**config.mk**
```make
export PLATFORM = sky130hd
export DESIGN_NAME = ex_pipe_ctrl
export DESIGN_NICKNAME = d
export VERILOG_FILES = /design/src/rtl/ex_pipe_ctrl.sv
export SDC_FILE = /design/constraint.sdc
export NUM_CORES = 1
export LEC_CHECK = 0
export BUFFER_PORTS_ARGS = -buffer_cell sky130_fd_sc_hd__buf_2
export CORE_AREA = 3 3 86 63
export DETAILED_ROUTE_END_ITERATION = 10
export DIE_AREA = 0 0 89 66
export GPL_ROUTABILITY_DRIVEN = 1
export PLACE_DENSITY = 0.88
export SLEW_MARGIN = 20
export SYNTH_ARGS = -nofsm -noshare
export SYNTH_HDL_FRONTEND = slang
export SYNTH_SLANG_ARGS = --single-unit
```
**constraint.sdc**
```tcl
create_clock -name clk -period 6.06 [get_ports clk]
set_clock_uncertainty 0.05 [all_clocks]
set_input_delay 0.303 -clock clk [delete_from_list [all_inputs] [get_ports clk]]
set_output_delay 0.303 -clock clk [all_outputs]
set_load 0.05 [all_outputs]
```
**src/rtl/ex_pipe_ctrl.sv**
```systemverilog
// EX-stage hazard, forwarding and redirect controller for the 16-bit pipeline.
// Owns the architectural {N,Z,V} flags and the stall/flush performance counters.
module ex_pipe_ctrl #(
    parameter logic [3:0]  OP_B   = 4'b1100,
    parameter logic [3:0]  OP_JAL = 4'b1101,
    parameter logic [3:0]  OP_JR  = 4'b1110,
    parameter logic [3:0]  OP_HLT = 4'b1111,
    parameter int unsigned CNT_W  = 16
) (
    input  logic             clk,
    input  logic             rst_n,
    input  logic [3:0]       id_rs,
    input  logic [3:0]       id_rt,
    input  logic             id_use_rs,
    input  logic             id_use_rt,
    input  logic [3:0]       ex_op,
    input  logic [2:0]       ex_cond,
    input  logic [3:0]       ex_rs,
    input  logic [3:0]       ex_rt,
    input  logic [3:0]       ex_rd,
    input  logic             ex_reg_we,
    input  logic             ex_mem_rd,
    input  logic [3:0]       mem_rd,
    input  logic [3:0]       wb_rd,
    input  logic             mem_reg_we,
    input  logic             wb_reg_we,
    input  logic [2:0]       ex_flags_in,
    input  logic             ex_flags_we,
    input  logic             mem_busy,
    output logic [1:0]       pc_sel,
    output logic             stall_if,
    output logic             stall_id,
    output logic             flush_id,
    output logic             flush_ex,
    output logic             freeze,
    output logic [1:0]       fwd_a,
    output logic [1:0]       fwd_b,
    output logic [2:0]       flags_q,
    output logic             halted,
    output logic [CNT_W-1:0] stall_cnt,
    output logic [CNT_W-1:0] flush_cnt
);

    localparam logic [1:0] RUN     = 2'd0;
    localparam logic [1:0] MEMWAIT = 2'd1;
    localparam logic [1:0] HALT    = 2'd2;

    localparam logic [CNT_W-1:0] CNT_ONE = {{(CNT_W-1){1'b0}}, 1'b1};

    logic [1:0] stateQ;
    logic [1:0] stateD;
    logic       live;
    logic       isHlt;
    logic       condTrue;
    logic       redirect;
    logic       loadUse;

    // MEMWAIT with mem_busy already low behaves as RUN so the released
    // instruction acts in the first non-busy cycle.
    assign live  = (stateQ != HALT) && !mem_busy;
    assign isHlt = (ex_op == OP_HLT);

    always_comb begin
        condTrue = 1'b0;
        case (ex_cond)
            3'b000: condTrue = !flags_q[1];
            3'b001: condTrue = flags_q[1];
            3'b010: condTrue = !flags_q[1] && !flags_q[2];
            3'b011: condTrue = flags_q[2];
            3'b100: condTrue = flags_q[1] || !flags_q[2];
            3'b101: condTrue = flags_q[1] || flags_q[2];
            3'b110: condTrue = flags_q[0];
            3'b111: condTrue = 1'b1;
            default: condTrue = 1'b0;
        endcase
    end

    assign redirect = live && !isHlt &&
                      ((ex_op == OP_JAL) || (ex_op == OP_JR) || ((ex_op == OP_B) && condTrue));

    // A load that writes no register cannot create a hazard.
    assign loadUse = ex_mem_rd && ex_reg_we && (ex_rd != 4'd0) &&
                     ((id_use_rs && (id_rs == ex_rd)) || (id_use_rt && (id_rt == ex_rd)));

    always_comb begin
        stateD = stateQ;
        case (stateQ)
            RUN, MEMWAIT: begin
                if (mem_busy)   stateD = MEMWAIT;
                else if (isHlt) stateD = HALT;
                else            stateD = RUN;
            end
            HALT:    stateD = HALT;
            default: stateD = RUN;
        endcase
    end

    always_comb begin
        pc_sel   = 2'b00;
        stall_if = 1'b0;
        stall_id = 1'b0;
        flush_id = 1'b0;
        flush_ex = 1'b0;
        freeze   = 1'b0;
        fwd_a    = 2'b00;
        fwd_b    = 2'b00;
        halted   = 1'b0;
        if (rst_n) begin
            if (stateQ == HALT) begin
                pc_sel   = 2'b10;
                stall_if = 1'b1;
                stall_id = 1'b1;
                flush_ex = 1'b1;
                halted   = 1'b1;
            end else if (mem_busy) begin
                pc_sel   = 2'b10;
                stall_if = 1'b1;
                stall_id = 1'b1;
                freeze   = 1'b1;
            end else if (isHlt) begin
                pc_sel   = 2'b10;
                stall_if = 1'b1;
                stall_id = 1'b1;
            end else if (redirect) begin
                pc_sel   = 2'b01;
                flush_id = 1'b1;
                flush_ex = 1'b1;
            end else if (loadUse) begin
                pc_sel   = 2'b10;
                stall_if = 1'b1;
                stall_id = 1'b1;
                flush_ex = 1'b1;
            end

            if (mem_reg_we && (mem_rd != 4'd0) && (mem_rd == ex_rs))     fwd_a = 2'b10;
            else if (wb_reg_we && (wb_rd != 4'd0) && (wb_rd == ex_rs))   fwd_a = 2'b01;
            if (mem_reg_we && (mem_rd != 4'd0) && (mem_rd == ex_rt))     fwd_b = 2'b10;
            else if (wb_reg_we && (wb_rd != 4'd0) && (wb_rd == ex_rt))   fwd_b = 2'b01;
        end
    end

    always_ff @(posedge clk or negedge rst_n) begin
        if (!rst_n) begin
            stateQ    <= RUN;
            flags_q   <= '0;
            stall_cnt <= '0;
            flush_cnt <= '0;
        end else begin
            stateQ <= stateD;
            if (ex_flags_we && live && !isHlt)
                flags_q <= ex_flags_in;
            if (stall_if && (stall_cnt != '1))
                stall_cnt <= stall_cnt + CNT_ONE;
            if (redirect && (flush_cnt != '1))
                flush_cnt <= flush_cnt + CNT_ONE;
        end
    end

endmodule

```
Word-level counts from Yosys, hierarchy flattened
Cells that the tools add are included.

storage, ports and cells
  register bits after elaboration = 37
  bits of input ports = 48
  output and inout bits = 47
  logic and storage cells = 100

operators by class
  add/subtract/negate cells = 2
  eq/ne operators = 22
  multiplexer cells = 37
  reductions and logical operators = 35

operator list
  operator                                             count
  adder 16 x 1 -> 16 bit, second input constant        2
  != test 16 bit, second input constant                2
  equality test 4 bit                                  6
  2-to-1 mux 2 bit                                     12
  2-to-1 mux 1 bit                                     23
  logical AND 1 bit                                    20
  equality test 4 bit, second input constant           4
  equality test 3 bit, second input constant           4
  nonzero test 4 bit                                   3
  case mux 1 bit (8 select lines)                      1
  equality test 3 x 2 -> 1 bit, second input constant  2
  logical OR 1 bit                                     5
  logical NOT 1 bit                                    4
  case mux 2 bit (2 select lines)                      1
  equality test 3 x 1 -> 1 bit, second input constant  1
  logical NOT 3 bit                                    1
  equality test 2 x 1 -> 1 bit, second input constant  1
  equality test 2 bit, second input constant           1
  logical NOT 2 bit                                    1
  != test 2 bit, second input constant                 1
  OR reduction 2 bit                                   1

Depth between registers and ports, before layout
  depth after elaboration = 12
  mapped depth = 8
  gate-level depth less buffers = 7

Least setup slack after synthesis
Ideal clock, no wire load.

  path type = reg2out
  from = register flags_q[2]
  to = output port pc_sel[0]
  arrival time = 2767 ps
  data required time = 5707 ps
  path slack = 2940 ps
  stages on the path, launching flop included = 6
  path buffers = 1
  cell sequence = dfrtp_1 -> nor3b_2 -> nor3_1 -> nor4b_4 -> nor3_1 -> buf_4

on the way
  longest elaborated chain between the ends = 11
  elaborated cells on any way between the ends = 13
  those cells by class = 6 x mux; 7 x reduce/logical

RTL lines
  item                                                          RTL line  source
  start: declaration                                            38        output logic [2:0] flags_q,
  start signal: assignment                                      151       flags_q <= ex_flags_in;
  logical NOT 1 bit                                             68, 70
  logical OR 1 bit / logical AND 1 bit (equally long branches)  70, 68
  case mux 1 bit (8 select lines) *                             65        case (ex_cond)
  logical AND 1 bit *                                           79        ((ex_op == OP_JAL) || (ex_op == OP_JR) || ((ex_op == OP_B) && condTrue));
  logical OR 1 bit *                                            79
  logical AND 1 bit *                                           78        assign redirect = live && !isHlt &&
  2-to-1 mux 2 bit *                                            124       end else if (redirect) begin
  2-to-1 mux 2 bit *                                            120       end else if (isHlt) begin
  2-to-1 mux 2 bit *                                            115       end else if (mem_busy) begin
  2-to-1 mux 2 bit *                                            109       if (stateQ == HALT) begin
  2-to-1 mux 2 bit *                                            108       if (rst_n) begin
  end: declaration                                              30        output logic [1:0] pc_sel,

Mark *: on every way between the ends. The rest lies on a longest branch, timed or not.

Final worst setup path
  from = register flags_q[2]
  to = output port stall_id

on the way
  longest elaborated chain between the ends = 11
  elaborated cells on any way between the ends = 13
  those cells by class = 6 x mux; 7 x reduce/logical

RTL lines
  item                                                          RTL line  source
  logical NOT 1 bit                                             68, 70
  logical OR 1 bit / logical AND 1 bit (equally long branches)  70, 68
  case mux 1 bit (8 select lines) *                             65
  logical AND 1 bit *                                           79
  logical OR 1 bit *                                            79
  logical AND 1 bit *                                           78
  2-to-1 mux 1 bit *                                            124
  2-to-1 mux 1 bit *                                            120
  2-to-1 mux 1 bit *                                            115
  2-to-1 mux 1 bit *                                            109
  2-to-1 mux 1 bit *                                            108
  end: declaration                                              32        output logic stall_id,

Marked as above.

==> reports/qor.txt <==
Initial DRC Count - 91
ANT nets after route - 0
Die ar. - 0.00587 mm^2
Global-route usage over all layers - 19.4%
Clk slew on worst S/H paths - 70 ps
Ports - 95
Worst skew pair latency - 290 ps
Placed Instance Area - 0.00281 mm^2
Max-slew violations - 0
Clk pwr share - 22.1%
Cts hold-fix bufs - 0
M1 GR Usage - 27.1%
Worst reg2reg path depth - 6
Post-Synthesis Cells - 218
Power share of the sequential group - 38.0%
CP Capture Type - output pin
Synthesized Nets - 268
Number of max-cap violations - 0
Final setup violation count - 0
Met3 GRT Util - 4.36%
Die height - 66 um
Core Area - 0.00470 mm^2
Largest net degree at the start of global routing - 42
Final worst setup slack - 3160 ps
Switch share - 45.6%
Met2 Track Usage GR - 30.1%
# H-tree levels - 2
CTS Sinks - 37
Pwr dens - 340 mW/mm^2
Switching pwr - 0.453 mW
Die W - 89 um
Yosys reg bits - 37
Area Growth Syn to Fin - 26.5%
Non-filler cells, final - 371
CTS tree - built
Syn Area/Cell - 10.6 um^2
Hpwl dp - 4290 um
Initial Utilization - 49.1%
Via count - 2001
Seq/Total Area, Yosys - 40.1%
Worst-margin pin slew - 996 ps
Fraction of layout instances using a drive strength above 1 - 41.1%
Place WS - 3420 ps
Vias in the first global route - 1865
GRT busiest layer - met2
Critical path fanouts, max - 16
Final Net Count - 363
# diodes - 0
Overflow after GRT - 0
Internal power - 0.542 mW
Peak Freq - 344 MHz
Drt via density - 5.39
PortBufs - 94
Post-CTS sizing - 0
Slew HR - 33.6%
WP data required - 5710 ps
DRC errors left - 0
Reg2reg setup slack - 3510 ps
Worst setup SP type - flop
CTS Buf Count - 5
Reg2reg start - flags_q[2]$_DFFE_PN0P_
Unique cell type count in the Yosys netlist - 43
Min Hold Slack - 80.5 ps
First-pass GRT wire length - 8830 um
Post-CTS Setup Bufs - 0
Gpl congestion - 0.835
Cells after DPL - 363
Worst-case clock buffer depth - 2
Pre-antenna DRT Iters - 4
Setup TNS - 0 ps
Initial antenna violation count - 0
Hold crit path type - in2async
WP data arrival - 2550 ps
Ys Warns - 0
Design Area, Final - 0.00292 mm^2
Leakage power - 1.39 nW
CP Class - reg2out
Peak supply drop - 0.459 mV
Final worst path period need - 2900 ps
RR Endpoint - stall_cnt[1]$_DFFE_PN0P_
Root Driver - clkbuf_8
Status - finished, final reports clean
WL final - 5400 um
Crit share post-route - 47.9%
Combinational power share - 39.9%
Hold Violations, Final - 0
Wire per inst - 14.5 um
RSZ-0062 raised after global routing - no
Synthesized area - 0.00231 mm^2
Row cnt - 21
## worst max path at each step
stage | startpoint | to | slack [ps] | depth (start not counted)
after floorplan | flags_q[2]$_DFFE_PN0P_ | pc_sel[0] | 2940 | 5
after detailed placement | ex_rd[0] | stall_id | 3420 | 7
after global routing | flags_q[2]$_DFFE_PN0P_ | stall_if | 2990 | 6
final | flags_q[2]$_DFFE_PN0P_ | stall_id | 3160 | 6
after CTS | flags_q[2]$_DFFE_PN0P_ | stall_id | 3150 | 6
after global placement | ex_rd[0] | pc_sel[1] | 3450 | 7
## layout by cell type, fill, tap and decap left out, types with 2 or more instances in the layout
master | netlist | routed
a21oi_1 | 2 | 2
and3_1 | 5 | 5
and4_1 | 2 | 2
buf_2 | 1 | 94
clkbuf_8 | 0 | 6
dfrtp_1 | 37 | 37
ha_1 | 2 | 2
inv_1 | 5 | 5
mux2_2 | 5 | 5
nand2_1 | 10 | 10
nand3_1 | 15 | 15
nand3_2 | 3 | 3
nand4_1 | 15 | 15
nor2_1 | 12 | 12
nor2b_1 | 2 | 2
nor3_1 | 9 | 9
nor3_2 | 7 | 7
nor3b_2 | 2 | 2
nor4_1 | 4 | 4
o41ai_1 | 2 | 2
or4_1 | 2 | 2
xnor2_1 | 30 | 30
xor2_1 | 22 | 22
## flip-flops by register name, indices dropped and copies added (netlist names)
name	cells
flush_cnt	16
stall_cnt	16
flags_q	3
stateQ	2
## power groups by stage
stage / registers [mW] / clock network [mW] / logic [mW]
detailed placement: 0.380 / 0 / 0.398
CTS: 0.377 / 0.226 / 0.401
global placement: 0.378 / 0 / 0.392
finish: 0.378 / 0.220 / 0.397
floorplan: 0.537 / 0 / 0.127
global route: 0.389 / 0.237 / 0.423
## cell type report
class | instances | area, um^2
clock buffers | 7 | 86.3
clock inverters | 1 | 30.0
fillers | 418 | 1780
inverters | 5 | 18.8
multi-input cells | 169 | 1310
flip-flops and latches | 37 | 926
well taps | 57 | 71.3
repair buffers | 95 | 478
## synthesized netlist by cell type
cell | instances | share of area [%]
and4_1 | 2 | 0.76
o41ai_1 | 2 | 0.76
and3_1 | 5 | 1.4
clkbuf_1 | 1 | 0.16
nor4_2 | 1 | 0.54
nand4_4 | 1 | 0.92
mux2_2 | 5 | 2.4
nand2b_1 | 1 | 0.27
ha_1 | 2 | 1.1
nor3_2 | 7 | 3.0
and4_4 | 1 | 0.49
and3b_1 | 1 | 0.38
mux2_1 | 1 | 0.49
o221ai_2 | 1 | 0.65
mux2i_1 | 1 | 0.43
o21ai_0 | 1 | 0.22
nor3_4 | 1 | 0.70
xnor2_1 | 30 | 11
xor2_1 | 22 | 8.3
nor3_1 | 9 | 1.9
a21oi_2 | 1 | 0.38
nor4_1 | 4 | 1.1
inv_1 | 5 | 0.81
nand4_1 | 15 | 4.1
nand2_1 | 10 | 1.6
nor3b_2 | 2 | 1.1
or4_1 | 2 | 0.65
nand3_2 | 3 | 1.3
buf_4 | 3 | 0.97
a21oi_1 | 2 | 0.43
dfrtp_1 | 37 | 40
nor2b_1 | 2 | 0.54
a41oi_1 | 1 | 0.38
buf_2 | 1 | 0.22
xnor2_2 | 1 | 0.70
o2111ai_2 | 1 | 0.65
nor4_4 | 1 | 0.92
a211oi_1 | 1 | 0.32
nor2_1 | 12 | 1.9
and2_1 | 1 | 0.27
buf_6 | 2 | 0.97
nand3_1 | 15 | 3.2
nor4b_4 | 1 | 1.0
## per-layer routing
metal / vias up / share of wire, %
li1: 972 / -
met1: 959 / 45
met2: 61 / 47
met3: 9 / 6.4
met4: 0 / 1.2
met5: - / 0
## metrics by stage
step	utilization [%]	power (mW)
6_report	62.1	0.995
5_1_grt	62.1	1.05
4_1_cts	62.1	1.00
3_5_place_dp	59.7	0.778
3_3_place_gp	59.7	0.770
2_1_floorplan	-	0.663
## logic make-up after synthesis
| logic type | Yosys count | synth area share [%] |
|---|---|---|
| AND/OR/NAND/NOR | 97 | 28.2 |
| XOR/XNOR | 53 | 20.4 |
| flip-flops | 37 | 40.1 |
| buffers and inverters | 12 | 3.14 |
| AO/OA/AOI/OAI | 10 | 3.79 |
| multiplexers | 7 | 3.36 |
| adder cells (fa/ha/maj) | 2 | 1.08 |
## critical path: stages (launching register included)
cell and delay (ps):
dfrtp_1 430, nor3b_2 170, nor3_1 310, nor4b_4 130
o221ai_2 790, inv_1 170, buf_2 270
Note: power is estimated with default switching activity, not from simulation.
